--- src/rtl/seq_restoring_div_if.sv ---
// rtl/seq_restoring_div_if.sv - start/done handshake, operand and result bundle for seq_restoring_div
interface seq_restoring_div_if #(
  parameter int W = 8
) ();
  logic         start;
  logic [W-1:0] dividend;
  logic [W-1:0] divisor;
  logic         busy;
  logic         done;
  logic [W-1:0] quotient;
  logic [W-1:0] remainder;
  logic         div_by_zero;

  modport master (
    output start, dividend, divisor,
    input  busy, done, quotient, remainder, div_by_zero
  );

  modport slave (
    input  start, dividend, divisor,
    output busy, done, quotient, remainder, div_by_zero
  );
endinterface

--- src/rtl/seq_restoring_div.sv ---
// rtl/seq_restoring_div.sv - W-cycle restoring divider, one quotient bit per edge
// Optional DIV_SIGNED_EN: two's complement operands via magnitude core plus sign fix-up.
module seq_restoring_div #(
  parameter int W = 8
) (
  input logic               clk,
  input logic               rst_n,
  seq_restoring_div_if.slave bus
);
  localparam int CW = $clog2(W);
  localparam logic [CW-1:0] CNT_INIT = CW'(W - 1);

  typedef enum logic [1:0] {S_IDLE, S_RUN, S_DONE} state_t;

  state_t        state, state_nxt;
  logic          accept;
  logic          busy_c, done_c;
  logic [W-1:0]  rem_r, q_r, dvsr_r;
  logic [CW-1:0] count;
  logic [W-1:0]  rem_sh;
  logic [W:0]    trial;
  logic [W-1:0]  rem_nx, q_nx;
  logic [W-1:0]  dvd_mag, dvs_mag;
  logic [W-1:0]  q_fin, r_fin;
  logic [W-1:0]  quotient_r, remainder_r;
  logic          dbz_r;

  always_ff @(posedge clk or negedge rst_n) begin
    if (!rst_n) state <= S_IDLE;
    else        state <= state_nxt;
  end

  // DONE accepts a new start exactly like IDLE so results can stream back-to-back.
  always_comb begin
    state_nxt = state;
    busy_c    = 1'b0;
    done_c    = 1'b0;
    accept    = 1'b0;
    case (state)
      S_IDLE: begin
        if (bus.start) begin
          accept    = 1'b1;
          state_nxt = (bus.divisor == '0) ? S_DONE : S_RUN;
        end
      end
      S_RUN: begin
        busy_c = 1'b1;
        if (count == '0) state_nxt = S_DONE;
      end
      S_DONE: begin
        done_c    = 1'b1;
        state_nxt = S_IDLE;
        if (bus.start) begin
          accept    = 1'b1;
          state_nxt = (bus.divisor == '0) ? S_DONE : S_RUN;
        end
      end
      default: state_nxt = S_IDLE;
    endcase
  end

  // The partial remainder never exceeds 2^(W-1)-1 before a shift, so W bits hold it.
  assign rem_sh = {rem_r[W-2:0], q_r[W-1]};
  assign trial  = {1'b0, rem_sh} - {1'b0, dvsr_r};
  assign rem_nx = trial[W] ? rem_sh : trial[W-1:0];
  assign q_nx   = {q_r[W-2:0], ~trial[W]};

`ifdef DIV_SIGNED_EN
  logic q_neg, r_neg;

  assign dvd_mag = bus.dividend[W-1] ? -bus.dividend : bus.dividend;
  assign dvs_mag = bus.divisor[W-1]  ? -bus.divisor  : bus.divisor;
  assign q_fin   = q_neg ? -q_nx   : q_nx;
  assign r_fin   = r_neg ? -rem_nx : rem_nx;

  always_ff @(posedge clk or negedge rst_n) begin
    if (!rst_n) begin
      q_neg <= 1'b0;
      r_neg <= 1'b0;
    end else if (accept) begin
      q_neg <= bus.dividend[W-1] ^ bus.divisor[W-1];
      r_neg <= bus.dividend[W-1];
    end
  end
`else
  assign dvd_mag = bus.dividend;
  assign dvs_mag = bus.divisor;
  assign q_fin   = q_nx;
  assign r_fin   = rem_nx;
`endif

  always_ff @(posedge clk or negedge rst_n) begin
    if (!rst_n) begin
      rem_r       <= '0;
      q_r         <= '0;
      dvsr_r      <= '0;
      count       <= '0;
      quotient_r  <= '0;
      remainder_r <= '0;
      dbz_r       <= 1'b0;
    end else if (accept) begin
      if (bus.divisor == '0) begin
        quotient_r  <= '1;
        remainder_r <= bus.dividend;
        dbz_r       <= 1'b1;
      end else begin
        rem_r  <= '0;
        q_r    <= dvd_mag;
        dvsr_r <= dvs_mag;
        count  <= CNT_INIT;
        dbz_r  <= 1'b0;
      end
    end else if (state == S_RUN) begin
      rem_r <= rem_nx;
      q_r   <= q_nx;
      count <= count - CW'(1);
      if (count == '0) begin
        quotient_r  <= q_fin;
        remainder_r <= r_fin;
      end
    end
  end

  assign bus.busy        = busy_c;
  assign bus.done        = done_c;
  assign bus.quotient    = quotient_r;
  assign bus.remainder   = remainder_r;
  assign bus.div_by_zero = dbz_r;
endmodule
--- src/flat_wrapper.sv ---
// flat-port wrapper written by rule: the top's interface ports become plain ports
module seq_restoring_div_flat 
#(
  parameter int W = 8
)
  (clk, rst_n, bus_start, bus_dividend, bus_divisor, bus_busy, bus_done, bus_quotient, bus_remainder, bus_div_by_zero);
  seq_restoring_div_if #(.W(W)) bus_i ();
  input logic clk;
  input logic rst_n;
  input wire logic [$bits(bus_i.start)-1:0] bus_start;
  input wire logic [$bits(bus_i.dividend)-1:0] bus_dividend;
  input wire logic [$bits(bus_i.divisor)-1:0] bus_divisor;
  output wire logic [$bits(bus_i.busy)-1:0] bus_busy;
  output wire logic [$bits(bus_i.done)-1:0] bus_done;
  output wire logic [$bits(bus_i.quotient)-1:0] bus_quotient;
  output wire logic [$bits(bus_i.remainder)-1:0] bus_remainder;
  output wire logic [$bits(bus_i.div_by_zero)-1:0] bus_div_by_zero;
  assign bus_i.start = bus_start;
  assign bus_i.dividend = bus_dividend;
  assign bus_i.divisor = bus_divisor;
  assign bus_busy = bus_i.busy;
  assign bus_done = bus_i.done;
  assign bus_quotient = bus_i.quotient;
  assign bus_remainder = bus_i.remainder;
  assign bus_div_by_zero = bus_i.div_by_zero;
  seq_restoring_div #(.W(W)) u_core (.clk(clk), .rst_n(rst_n), .bus(bus_i));
endmodule
--- config.mk ---
export PLATFORM = sky130hd
export DESIGN_NAME = seq_restoring_div_flat
export DESIGN_NICKNAME = d
export VERILOG_FILES = /design/src/rtl/seq_restoring_div_if.sv /design/src/rtl/seq_restoring_div.sv /design/src/flat_wrapper.sv
export SDC_FILE = /design/constraint.sdc
export NUM_CORES = 1
export LEC_CHECK = 0
export CAP_MARGIN = 20
export CORE_UTILIZATION = 50
export CTS_CLUSTER_DIAMETER = 30
export DETAILED_ROUTE_END_ITERATION = 8
export GPL_TIMING_DRIVEN = 0
export HOLD_SLACK_MARGIN = 0.1
export PLACE_DENSITY = 0.86
export SLEW_MARGIN = 10
export SYNTH_ARGS = -nofsm -noshare
export SYNTH_HDL_FRONTEND = slang
export SYNTH_SLANG_ARGS = --single-unit
--- constraint.sdc ---
create_clock -name clk -period 3.05 [get_ports clk]
set_input_delay 0.61 -clock clk [delete_from_list [all_inputs] [get_ports clk]]
set_output_delay 0.61 -clock clk [all_outputs]
set_load 0.01 [all_outputs]
# ---- Yosys cells after proc, flatten, opt, wreduce, memory -nomap -nowiden
# Index checks and enable logic that the tools add are counted.
# W data, S select, Z words.
dict set report totals {
  reg_bits 45
  latchBits 0
  ramBits 0
  mem_bits_ro 0
  in_bits 19
  output_inout_bits 19
  wordCells 56
  n_memories 0
}
dict set report classes {
  n_addsub 2
  mul 0
  div 0
  order_cmp 0
  eq_ne 6
  shift 0
  mux 28
  bitwise 2
  n_reduce_logical 10
}
# op count
set op_table {}
lappend op_table {{$mux W8} 12}
lappend op_table {{$mux W7} 3}
lappend op_table {{$mux W3} 3}
lappend op_table {{$sub A8 B8 Y9} 1}
lappend op_table {{$logic_not A8 Y1} 1}
lappend op_table {{$mux W2} 4}
lappend op_table {{$ne A2 B2 Y1 const B} 4}
lappend op_table {{$pmux W2 S3} 1}
lappend op_table {{$reduce_and A2 Y1} 3}
lappend op_table {{$mux W1} 5}
lappend op_table {{$reduce_bool A2 Y1} 2}
lappend op_table {{$logic_not A3 Y1} 1}
lappend op_table {{$reduce_and A3 Y1} 1}
lappend op_table {{$sub A3 B1 Y3 const B} 1}
lappend op_table {{$eq A2 B1 Y1 const B} 1}
lappend op_table {{$eq A2 B2 Y1 const B} 1}
lappend op_table {{$logic_not A2 Y1} 1}
lappend op_table {{$not A1 Y1} 2}
lappend op_table {{$reduce_or A2 Y1} 1}

# ---- Logic depth before layout (Yosys ltp)
dict set report depth {
  ltp_word 5
  mapped_depth 9
  depth_no_buf 9
}

# ---- Worst setup path before layout
# No wires, ideal clock.
dict set report synth_path {
  path_kind {register -> register}
  startpoint {register u_core.q_r[7]}
  endpoint {register u_core.rem_r[0]}
  arrival_time_ns 2.128
  setup_slack_ns 0.797
  path_stages_with_launch 10
  n_path_buf 0
  period_less_slack_ns 2.253
  path_cell_list {dfrtp_1 > inv_1 > ha_1 > inv_1 > fa_1 > a211oi_1 > nor2_1 > o21a_1 > a22o_1 > mux2_2}
}
dict set report synth_between {
  elab_chain_len 4
}
# element line
set synth_rtl {}
lappend synth_rtl {{from (decl)} seq_restoring_div.sv:18} ;# logic [W-1:0] rem_r, q_r, dvsr_r;
lappend synth_rtl {{from (signal assigned)} seq_restoring_div.sv:108} ;# q_r <= dvd_mag;
lappend synth_rtl {{from (signal assigned)} seq_restoring_div.sv:115} ;# q_r <= q_nx;
lappend synth_rtl {{$sub A8 B8 Y9} seq_restoring_div.sv:64} ;# assign trial = {1'b0, rem_sh} - {1'b0, dvsr_r};
lappend synth_rtl {{$mux W8 (*)} seq_restoring_div.sv:65} ;# assign rem_nx = trial[W] ? rem_sh : trial[W-1:0];
lappend synth_rtl {{$mux W7 (*)} seq_restoring_div.sv:113} ;# end else if (state == S_RUN) begin
lappend synth_rtl {{$mux W7 (*)} seq_restoring_div.sv:101} ;# end else if (accept) begin
lappend synth_rtl {{to (signal assigned)} seq_restoring_div.sv:114} ;# rem_r <= rem_nx;
lappend synth_rtl {{to (decl)} seq_restoring_div.sv:18}
# Mark *: on every way between the ends. The rest lies on a longest branch, timed or not. The select of a mux whose other input is x is not followed.
# A chain may end at the register's enable or synchronous reset.

# ---- Final worst setup path
dict set report layout_path {
  startpoint {register u_core.q_r[7]}
  endpoint {register u_core.remainder_r[2], in the netlist u_core.bus.remainder[2]}
}
dict set report layout_between {
  elab_chain_len 5
}
# element line
set layout_rtl {}
lappend layout_rtl {{$sub A8 B8 Y9} seq_restoring_div.sv:64}
lappend layout_rtl {{$mux W8} seq_restoring_div.sv:65}
lappend layout_rtl {{$mux W8} seq_restoring_div.sv:117} ;# if (count == '0) begin
lappend layout_rtl {{$mux W8} seq_restoring_div.sv:113}
lappend layout_rtl {{$mux W8} seq_restoring_div.sv:101}
lappend layout_rtl {{to (signal assigned)} seq_restoring_div.sv:104} ;# remainder_r <= bus.dividend;
lappend layout_rtl {{to (signal assigned)} seq_restoring_div.sv:119} ;# remainder_r <= r_fin;
lappend layout_rtl {{to (decl)} seq_restoring_div.sv:25} ;# logic [W-1:0] quotient_r, remainder_r;
# No other way between the ends. The select of a mux whose other input is x is not followed.

==> metrics.md <==
| Metric | Value |
|---|---|
| Outcome | `completed` |
| Total global routing track utilization | `23.5%` |
| CTS resizes | `0` |
| Sink Count | `45` |
| Worst hold path type | `in -> async` |
| CP delay by family, top | `compound AO/OA/AOI/OAI gates` |
| Number of global-route vias before repair | `between 1500 and 2000` |
| CP max stage delay | `between 500 and 600 ps` |
| # setup viols final | `0` |
| Worst Path Buf+Inv | `2` |
| Routability congestion estimate | `~0.88` |
| Remaining DRCs | `0` |
| Overall power | `about 3.6 mW` |
| Fraction of layout instances using a drive strength above 1 | `between 8 and 9%` |
| Net Sw Frac | `a little over two fifths` |
| Clock Latency Late Sink | `about 300 ps` |
| Clock transition at the registers of the reported paths | `around 90 ps` |
| Max_cap viols | `0` |
| Slew HR | `63.4%` |
| Seq pwr share | `30.1%` |
| Cell variety after synth | `41` |
| Layout fillers | `~370` |
| Fin area | `~2900 um^2` |
| First-pass GRT wire length | `8.94 mm` |
| Die width | `around 70 um` |
| IO buf count | `37` |
| Die ar. | `4850 um^2` |
| VDD IR max | `between 700 and 800 uV` |
| Initial DRC Count | `around 110` |
| Setup tns final | `0 ps` |
| Starting Density | `52.2%` |
| Total CTS buffers | `5` |
| Fmax | `roughly 370 MHz` |
| Worst path arrival time | `between 2000 and 3000 ps` |
| CTS Root Cell | `clkbuf_8` |
| Post-Synthesis Cells | `233` |
| Drt via density | `about 5.8` |
| Syn Area/Cell | `between 9 and 10 um^2` |
| Slowest-stage cell, CP | `a31oi_2` |
| DP HPWL | `roughly 3.9 mm` |
| Per-cell routed wire length | `between 15 and 20 um` |
| Net switching power | `roughly 1.5 mW` |
| Min Tclk post-route | `around 2700 ps` |
| Clock Power Share | `between 10 and 15%` |
| PD cells | `about 1300 nW/um^2` |
| Number of synthesis warnings | `0` |
| Hold-fix buffers, CTS | `0` |
| Final net count | `just over 300` |
| R2r endpoint | `u_core.bus.remainder[2]$_DFFE_PN0P_` |
| Skew final | `~10 ps` |
| Internal power | `2.10 mW` |
| Leakage | `about 1.2 nW` |
| Total number of vias | `~1900` |
| Register-to-Register Path Depth | `9` |
| Most frequent CP cell | `inv_1` |
| Area grow syn2layout | `25.1%` |
| Io pins | `38` |
| Final Hold Viols | `0` |
| H-Tree Level Count | `2` |
| Tcrit/Tclk final | `~89%` |
| Grt ovf | `0` |
| Setup crit end kind | `register` |
| # rows | `24` |
| Syn nets | `263` |
| CP Launch Type | `register` |
| Critical R2R Launch | `u_core.q_r[7]$_DFFE_PN0P_` |
| Worst Path Max Fanout | `8` |
| Final Util | `about two thirds` |
| CTS tree | `yes` |
| RSZ-0062 raised after global routing | `no` |
| Yosys reg bits | `45` |
| Synthesized area | `around 2300 um^2` |
| Initial antenna violation count | `0` |
| Ant diodes | `0` |
| Routed wire length | `5.35 mm` |
| Combinational share of power | `between 50% and 60%` |
| CP Cell Sequence | `inv_1 > ha_1 > inv_1 > fa_1 > a211oi_1 > o21ai_1 > a31oi_2 > a22oi_1 > a31oi_1` |
| Clock buffer depth | `2` |
| Core area | `approximately 4400 um^2` |
| Slew @ Worst Pin | `~550 ps` |
| Post-CTS Setup Inserts | `0` |
| Cell Area, Placed | `~2700 um^2` |
| Die height | `just under 70 um` |
| Sequential cell area fraction in the yosys report | `between 40% and 50%` |
| DRT Pass-1 Iters | `4` |
| Setup Crit Path Kind | `reg -> reg` |
| Reg2reg setup slack | `between 300 and 400 ps` |
| Final Max Tran Viols | `0` |
| Post-route ant nets | `0` |
| Crit path required time | `~3300 ps` |
| Pin count of the biggest net entering global routing | `25` |
## placed cells by master (no fill, tap or decap), types with 3 or more instances in the layout
cell type,instances
a21oi_1,12
a22oi_1,3
a31oi_1,13
buf_6,4
clkbuf_1,4
clkbuf_8,6
clkdlybuf4s50_1,36
dfrtp_1,45
ha_1,10
inv_1,16
mux2_2,3
nand2_1,30
nand2b_1,3
nor2_1,26
nor3_1,4
o21ai_0,17
o22a_1,9
xor2_1,4
## worst max-delay path by stage
stage | startpoint | endpoint | slack, ps | cells past startpoint
2_1_floorplan | u_core.q_r[7]$_DFFE_PN0P_ | u_core.rem_r[0]$_DFFE_PN0P_ | 800 | 9
3_3_place_gp | rst_n | u_core.dvsr_r[6]$_DFFE_PN0P_ | 170 | 1
3_5_place_dp | u_core.q_r[7]$_DFFE_PN0P_ | u_core.bus.remainder[2]$_DFFE_PN0P_ | 400 | 9
4_1_cts | u_core.q_r[7]$_DFFE_PN0P_ | u_core.bus.remainder[2]$_DFFE_PN0P_ | 360 | 9
5_1_grt | u_core.q_r[7]$_DFFE_PN0P_ | u_core.bus.remainder[3]$_DFFE_PN0P_ | 100 | 9
6_report | u_core.q_r[7]$_DFFE_PN0P_ | u_core.bus.remainder[2]$_DFFE_PN0P_ | 330 | 9
## per-stage QoR
stage	setup WS, ps	std cells	hold WS (ps)
3_5_place_dp	396	323	477
5_1_grt	102	331	313
4_1_cts	360	331	300
2_1_floorplan	797	233	314
6_report	329	331	289
3_3_place_gp	172	322	453
## metal layers
layer	track usage (%)	vias up	share of wire, %
li1	-	918	-
met4	8.89	0	1.7
met5	0	-	0
met3	5.09	10	5.1
met1	30.0	918	43
met2	39.2	58	50
## synth_stat cells, drive strengths merged
library cell,n,area (um^2)
a32o,1,10.0
xor2,4,35.0
o41ai,1,8.76
o31ai,1,21.3
a311oi,1,8.76
o211ai,1,7.51
nand3b,2,15.0
nor2b,2,12.5
dfrtp,45,1130
nor2,26,97.6
o22ai,2,12.5
ha,10,125
o21ai,19,95.1
a22oi,3,22.5
a31oi,14,93.8
and2,1,6.26
o22a,10,88.8
or2,1,6.26
o311a,1,10.0
buf,6,57.6
a21oi,12,60.1
or3b,1,8.76
mux2,4,45.0
a211oi,1,7.51
nand2b,3,18.8
nand2,30,113
o21bai,1,7.51
inv,16,60.1
fa,1,20.0
nor3,4,20.0
o2111ai,1,8.76
o21a,2,15.0
clkbuf,3,11.3
a22o,1,8.76
or4,2,22.5
## power by group through the flow
stage	logic [mW]	clock network (mW)	registers (mW)
2_1_floorplan	1.35	0	1.11
3_3_place_gp	1.95	0	1.09
3_5_place_dp	2.05	0	1.10
4_1_cts	2.06	0.473	1.09
5_1_grt	2.27	0.496	1.12
6_report	2.07	0.465	1.09
## area by class of cell
cell class / instances / area (um^2) / share of cell area, %
inverters: 16 / 60.1 / 2.10
multi-input cells: 163 / 1030 / 36.1
repair buffers: 38 / 393 / 13.7
well taps: 52 / 65.1 / 2.27
clock inverters: 1 / 30.0 / 1.05
clock buffers: 7 / 86.3 / 3.02
flip-flops and latches: 45 / 1130 / 39.4
plain buffers: 9 / 68.8 / 2.40
## flip-flops by register name (all words and copies together), names as in the netlist
signal	cells
u_core.bus.div_by_zero	1
u_core.bus.remainder	8
u_core.q_r	8
u_core.rem_r	7
u_core.dvsr_r	8
u_core.state	2
u_core.bus.quotient	8
u_core.count	3
## logic make-up (layout without fill, tap and decap cells)
kind of cell / after synthesis / in the layout / share of synthesized area, %
AO/OA/AOI/OAI: 72 / 72 / 21.3
AND/OR/NAND/NOR: 72 / 72 / 14.0
flip-flops: 45 / 45 / 49.2
buffers and inverters: 25 / 71 / 5.63
adder cells (fa/ha/maj): 11 / 11 / 6.35
XOR/XNOR: 4 / 4 / 1.53
multiplexers: 4 / 4 / 1.97
## worst reg2reg max path: cells and delay by family (launching register included)
family | cells | cell delay (ps)
AOI/OAI and AO/OA | 5 | 1580
adders and majority gates | 2 | 560
DFF | 1 | 400
buffers and inverters | 2 | 110
(Power assumes the default switching activity.)
